==> src/rtl/pc_call_stack.sv <==
// pc_call_stack: parametrised LIFO return-address stack (CALL push / RET pop).
// Optional macro PC_CALL_STACK_CIRC_EN: push on full discards the oldest entry.
module pc_call_stack #(
  parameter int WIDTH = 11,
  parameter int DEPTH = 16,
  localparam int AW = $clog2(DEPTH)
) (
  input  logic             clk,
  input  logic             rst,
  input  logic             push,
  input  logic             pop,
  input  logic [WIDTH-1:0] din,
  input  logic             err_clr,
  output logic [WIDTH-1:0] dout,
  output logic [AW:0]      count,
  output logic             empty,
  output logic             full,
  output logic             ovf,
  output logic             unf
);

  localparam logic [AW:0] FULL_CNT = (AW+1)'(DEPTH);

  logic [WIDTH-1:0] mem [DEPTH];
  logic [AW-1:0]    wp;
  logic [AW-1:0]    top;
  logic [AW-1:0]    wp_nxt;
  logic [AW:0]      cnt_nxt;
  logic [AW-1:0]    wr_addr;
  logic             wr_en;
  logic             ovf_set;
  logic             unf_set;
  logic             op_repl;
  logic             op_push;
  logic             op_drop;
  logic             op_pop;
  logic             op_unf;

  assign top   = wp - 1'b1;
  assign empty = (count == '0);
  assign full  = (count == FULL_CNT);
  assign dout  = empty ? '0 : mem[top];

  // full implies !empty, so these five terms are mutually exclusive
  assign op_repl = push & pop & ~empty;
  assign op_push = push & ~full & ~op_repl;
  assign op_drop = push & ~pop & full;
  assign op_pop  = pop & ~push & ~empty;
  assign op_unf  = pop & ~push & empty;

  // decode the requested operation into next pointer/count and write
  always_comb begin
    wr_en   = 1'b0;
    wr_addr = wp;
    wp_nxt  = wp;
    cnt_nxt = count;
    ovf_set = 1'b0;
    unf_set = 1'b0;
    unique case (1'b1)
      op_repl: begin
        wr_en   = 1'b1;
        wr_addr = top;
      end
      op_push: begin
        wr_en   = 1'b1;
        wp_nxt  = wp + 1'b1;
        cnt_nxt = count + 1'b1;
      end
      op_drop: begin
        ovf_set = 1'b1;
`ifdef PC_CALL_STACK_CIRC_EN
        wr_en   = 1'b1;
        wp_nxt  = wp + 1'b1;
`endif
      end
      op_pop: begin
        wp_nxt  = wp - 1'b1;
        cnt_nxt = count - 1'b1;
      end
      op_unf: begin
        unf_set = 1'b1;
      end
      default: begin
      end
    endcase
  end

  // pointer, occupancy and sticky error flags
  always_ff @(posedge clk or posedge rst) begin
    if (rst) begin
      wp    <= '0;
      count <= '0;
      ovf   <= 1'b0;
      unf   <= 1'b0;
    end else begin
      wp    <= wp_nxt;
      count <= cnt_nxt;
      ovf   <= ovf_set | (ovf & ~err_clr);
      unf   <= unf_set | (unf & ~err_clr);
    end
  end

  // storage array, contents left undefined by reset
  always_ff @(posedge clk) begin
    if (wr_en && !rst) mem[wr_addr] <= din;
  end

endmodule

==> config.mk <==
export PLATFORM = sky130hd
export DESIGN_NAME = pc_call_stack
export DESIGN_NICKNAME = d
export VERILOG_FILES = /design/src/rtl/pc_call_stack.sv
export SDC_FILE = /design/constraint.sdc
export NUM_CORES = 1
export LEC_CHECK = 0
export CORE_ASPECT_RATIO = 0.9
export CORE_MARGIN = 2
export CORE_UTILIZATION = 60
export CTS_BUF_LIST = sky130_fd_sc_hd__clkbuf_8
export CTS_CLUSTER_DIAMETER = 100
export CTS_CLUSTER_SIZE = 10
export DETAILED_ROUTE_END_ITERATION = 16
export GPL_ROUTABILITY_DRIVEN = 0
export MAX_ROUTING_LAYER = met4
export PLACE_DENSITY = 0.79
export SYNTH_ARGS = -nofsm -noshare
export SYNTH_HDL_FRONTEND = slang
export SYNTH_SLANG_ARGS = --single-unit
export TNS_END_PERCENT = 100
==> constraint.sdc <==
create_clock -name clk -period 7.06 [get_ports clk]
set_input_delay 2.118 -clock clk [delete_from_list [all_inputs] [get_ports clk]]
set_output_delay 2.118 -clock clk [all_outputs]
set_load 0.005 [all_outputs]
# Word level (Yosys, flattened, before mapping)
# Memories as Yosys holds them, arrays and structs flattened.
# Cells that the tools add are included.
[word_totals] mem_bits_rw=176 out_inout_bits=20 memories=1 latch_bits=0 ff_bits=11 word_cells=43 rom_bits=0
[op_classes] n_addsub=4 bitwise=19 multipliers=0 reduce_logical=5 muxes=9 eq_ne=1 n_lt_le_gt_ge=0 shifts=0 div=0
[mem_list] name="mem" depth=16 width=11 rd=1 rd_clocked_by_memory_dff=0 write_ports=1 line="24" source="logic [WIDTH-1:0] mem [DEPTH];"
[op_table] operator="AND 1 bit" count=11
[op_table] operator="two-way mux 11 bit" count=1
[op_table] operator="case mux 5 bit (2 select lines)" count=1
[op_table] operator="case mux 4 bit (2 select lines)" count=1
[op_table] operator="inverter 1 bit" count=6
[op_table] operator="adder 5 x 1 -> 5 bit (second input constant)" count=1
[op_table] operator="== test 5 bit (second input constant)" count=1
[op_table] operator="logical NOT 5 bit" count=1
[op_table] operator="two-way mux 1 bit" count=5
[op_table] operator="subtractor 5 x 1 -> 5 bit (second input constant)" count=1
[op_table] operator="adder 4 x 1 -> 4 bit (second input constant)" count=1
[op_table] operator="two-way mux 4 bit" count=1
[op_table] operator="subtractor 4 x 1 -> 4 bit (second input constant)" count=1
[op_table] operator="bitwise OR 1 bit" count=2
[op_table] operator="nonzero test 2 bit" count=1
[op_table] operator="OR reduction 2 bit" count=1
[op_table] operator="logical AND 1 bit" count=1
[op_table] operator="logical NOT 1 bit" count=1

# Logic depth before layout (Yosys ltp)
[logic_depth] ltp_word=10 depth_mapped=10 depth_no_buf=9

# Worst setup path before layout
# No wires, ideal clock.
[synth_timing] path_kind="register to output" startpoint="register wp[0]" endpoint="output port dout[3]" n_path_buf=3 arrival_ps=2395 stages_incl_launch_ff=11 path_slack_ps=2547 path_cell_list="dfrtp_1 -> buf_2 -> buf_2 -> inv_1 -> ha_1 -> xor2_2 -> clkbuf_1 -> nand2_1 -> a32oi_1 -> nand4_1 -> o21ai_0"
[synth_between] elab_chain_len=3
[synth_lines] item="from (decl)" line="25" source="logic [AW-1:0] wp;"
[synth_lines] item="from (signal assigned)" line="96" source="wp <= wp_nxt;"
[synth_lines] item="subtractor 4 x 1 -> 4 bit" line="39" source="assign top = wp - 1'b1;"
[synth_lines] item="memory (16 x 11 bit)"
[synth_lines] item="two-way mux 11 bit" line="42" source="assign dout = empty ? '0 : mem[top];"
[synth_lines] item="to (decl)" line="14" source="output logic [WIDTH-1:0] dout,"
# Every way passes these cells.

# Worst setup path after layout
[layout_timing] startpoint="register wp[1]" endpoint="output port dout[8]"
# Same word-level chain as after synthesis.

==> results.txt <==
The async set or reset register ratio after synthesis came out at 0.0588. The CTS tree is built. The final-report hold violation count came out at 0. The net total in the final layout came out at 553.

The depth of the CTS H-tree is 4. Setup repair after global routing left no endpoint under its margin. The detailed-route via count came out at 4460. Relative to the synthesized area, the layout overhead comes to 11.3%. The cell count after synthesis came out at 497. The number of search-and-repair iterations in the first detailed-routing pass came out at 5.

The initial antenna violation count came out at 0. The final period utilization is 0.829. The number of clock sinks came out at 187. The clock insertion delay at the later pin of the skew report came out at 0.46 ns.

For this design the static power due to leakage is 2.89 nW. The cell sitting at the root of the clock tree is a sky130_fd_sc_hd__clkbuf_8. The final-report max-slew violation count is 0. The startpoint of the lowest-slack hold path is unf. The endpoint identified for the worst register-to-register timing path is mem[12][5]. The standard-cell row count came out at 39.

The worst hold path terminates at unf. The final antenna diode count came out at 0. The synthesized design contains 176 enable-type register cells.

The maximum operating frequency is 171 MHz. The total negative slack came out at 0 ns. For this run, the share of the core covered by cells in the final layout is 0.681. Summed over all nets, the half-perimeter wirelength after detailed placement is 10100 um. The global-route usage over all layers came out at 0.251. The flop-to-flop setup slack is 3.57 ns. The register bit total from synthesis came out at 187.

The arrival time of data at the critical path endpoint came out at 3.74 ns. Hold repair after CTS inserted 0 buffers. The beginning of the worst register-to-register path is wp[1]. After detailed routing, the average wire length per cell comes to 22.2 um. For this run, the leading register cell type out of synthesis is sky130_fd_sc_hd__edfxtp_1. The fraction of final layout cells with drive strength greater than 1 came out at 0.117. The number of global-route vias before repair came out at 4316. Of the total synthesized cell area, the portion taken by XOR and XNOR cells is 0.0134. The distinct cell type count of the synthesized netlist is 50. The number of buffers on the longest clock path came out at 2.

Averaged over all synthesized cells, the footprint is 15.6 um^2. By area, the combinational part of the netlist is dominated by multiplexers. The number of max-capacitance violations reported came out at 0. Measured in cells, the most critical reg-to-reg path has a length of 5. Of the synthesized area, sequential elements account for 0.719. The transition at the pin with the smallest max-transition slack is 1.28 ns.

The number of gates resized after cts is 0. The worst setup path is launched from a flip-flop. The number of port buffers is 35. The adder and majority gate portion of the synthesized area is 0.00647. For the final database, setup skew stands at 0.00999 ns. The portion of synthesized area spent on multiplexers is 0.0958. The maximum fanout along the worst path came out at 19. The leftover overflow at the end of global routing came out at 0. The flow ran to the end, and the final reports show no timing, DRC or antenna violations. The global-route wire length before repair is 24300 um.

The class of the tightest hold or removal check is reg -> reg. The number of setup buffers added after CTS is 0. STA classifies the critical path endpoint as an output port. The die span in x came out at 124 um. The per-cell via count in the routed design came out at 6.29. TritonCTS created 17 clock buffers. The maximum vdd drop is 0.295 mV.

The power after layout is 0.00376 W. The netlist area before placement came out at 7730 um^2. The number of cells after detailed placement is 678. The remaining max-slew budget at the tightest pin came out at 0.144. Clock-pin slew was measured on the worst setup and hold paths at 0.09 ns. The effective utilization at floorplan came out at 0.612.

The compound-cell area share of the yosys netlist came to 0.0542. Along the worst hold path, the cell count comes to 1. During synthesis, Yosys emitted a total of 0 warnings.

The post-detailed-route DRC marker count came out at 0. The number of nets with antenna violations after routing is 0. The worst path required time came out at 4.94 ns. Of the total synthesized cell area, the portion taken by AND, OR, NAND and NOR gates is 0.0882. Entering global routing, the biggest net connects 36 pins. Pin placement for this block handled 36 I/O pins. The violation count after the first detailed-routing iteration is 495. The final period demand of the worst path is 5.85 ns. The die covers 13800 um^2. Once layout is complete, the cells apart from fillers number 709. The height of the die is 112 um.

The setup-violating endpoint count in the final report is 0. Summed over all layers, the routed wires come to 15700 um. The critical path is of the reg -> out type. The region available for standard cell placement spans 12600 um^2.

The areal power density over the cells came out at 437 nW/um^2. The total nets after synthesis is 517. The worst hold margin is 0.522 ns.
[power breakdown]
part	switching, W	internal [W]	total [W]
Sequential	0.0000755	0.00129	0.00137
Combinational	0.000970	0.000746	0.00172
Clock	0.000341	0.000336	0.000678
[worst max-delay path, stage by stage (launching register included)]
cell and delay [ns]:
sky130_fd_sc_hd__dfrtp_1 0.54, sky130_fd_sc_hd__inv_1 0.15, sky130_fd_sc_hd__ha_1 0.34, sky130_fd_sc_hd__xnor2_2 0.78, sky130_fd_sc_hd__nand2_1 0.15, sky130_fd_sc_hd__a32oi_1 0.39
sky130_fd_sc_hd__nand4_1 0.14, sky130_fd_sc_hd__o21ai_0 0.20, sky130_fd_sc_hd__clkdlybuf4s50_1 0.57
[state kept, by name (all words and copies together) (netlist names)]
register / flops
mem: 176
wp: 4
unf: 1
ovf: 1
count: 5
[cell usage in the layout, fill, tap and decap left out, types with 2 or more instances in the layout]
cell type	instances
sky130_fd_sc_hd__a21o_1	3
sky130_fd_sc_hd__a21oi_1	10
sky130_fd_sc_hd__a22o_1	2
sky130_fd_sc_hd__a22oi_1	3
sky130_fd_sc_hd__a31oi_1	4
sky130_fd_sc_hd__a32oi_1	11
sky130_fd_sc_hd__buf_4	10
sky130_fd_sc_hd__bufinv_16	3
sky130_fd_sc_hd__clkbuf_8	17
sky130_fd_sc_hd__clkdlybuf4s50_1	35
sky130_fd_sc_hd__clkinv_1	8
sky130_fd_sc_hd__dfrtp_1	10
sky130_fd_sc_hd__edfxtp_1	176
sky130_fd_sc_hd__ha_1	4
sky130_fd_sc_hd__inv_1	10
sky130_fd_sc_hd__mux2i_1	23
sky130_fd_sc_hd__mux4_2	22
sky130_fd_sc_hd__nand2_1	76
sky130_fd_sc_hd__nand3_1	24
sky130_fd_sc_hd__nand4_1	12
sky130_fd_sc_hd__nor2_1	22
sky130_fd_sc_hd__nor2b_1	4
sky130_fd_sc_hd__nor3_1	5
sky130_fd_sc_hd__o211ai_1	2
sky130_fd_sc_hd__o21ai_0	14
sky130_fd_sc_hd__xnor2_1	6
sky130_fd_sc_hd__xor2_1	3
[cells in the mapped netlist, drive strengths merged, types with 3 or more instances]
cell type,count,area [um^2]
clkbuf,18,77.6
o21ai,14,70.1
ha,4,50.1
nor2b,4,25.0
xor2,4,42.6
mux4,22,495
nand2,76,285
a32oi,11,96.3
nand3,24,120
a22oi,3,22.5
buf,10,67.6
dfrtp,11,275
xnor2,7,61.3
a31oi,4,25.0
nor2,22,82.6
mux2i,23,230
inv,8,30.0
nor3,5,25.0
a21o,3,22.5
a21oi,10,50.1
nand4,12,75.1
edfxtp,176,5290
[routing by layer]
layer / track usage / wire (um) / up-vias
li1: - / - / 1988
met1: 0.361 / 6810 / 2227
met2: 0.356 / 7390 / 219
met3: 0.0615 / 1230 / 26
met4: 0.0833 / 307 / 0
met5: - / 0 / -
[worst max-delay path by stage]
stage,startpoint,to,slack [ns],cells after the start
after floorplan,wp[0],dout[3],2.55,10
after global routing,wp[1],dout[1],1.10,8
after CTS,wp[1],dout[8],1.27,8
final,wp[1],dout[8],1.21,8
after detailed placement,wp[1],dout[8],1.77,8
after global placement,wp[1],dout[1],1.95,8
[cell type report]
type	count	area, um^2
fillers	829	4030
clock inverters	14	138
flip-flops and latches	187	5560
inverters	9	33.8
well taps	164	205
repair buffers	45	425
multi-input cells	273	2010
clock buffers	17	234
[kinds of logic after synthesis]
| kind of cell | count (synthesis) |
|---|---|
| compound gates | 60 |
| xor+xnor | 11 |
| flops | 187 |
| fa+ha+maj | 4 |
| mux | 46 |
| simple gates | 152 |
| buf+inv | 37 |
[per-stage QoR]
step           setup WS [ns]  cell area [um^2]
4_1_cts                 1.27              8610
3_5_place_dp            1.77              8240
3_3_place_gp            1.95              8240
5_1_grt                 1.10              8610
6_report                1.21              8610
2_1_floorplan           2.55              7730
(Power assumes the default switching activity.)
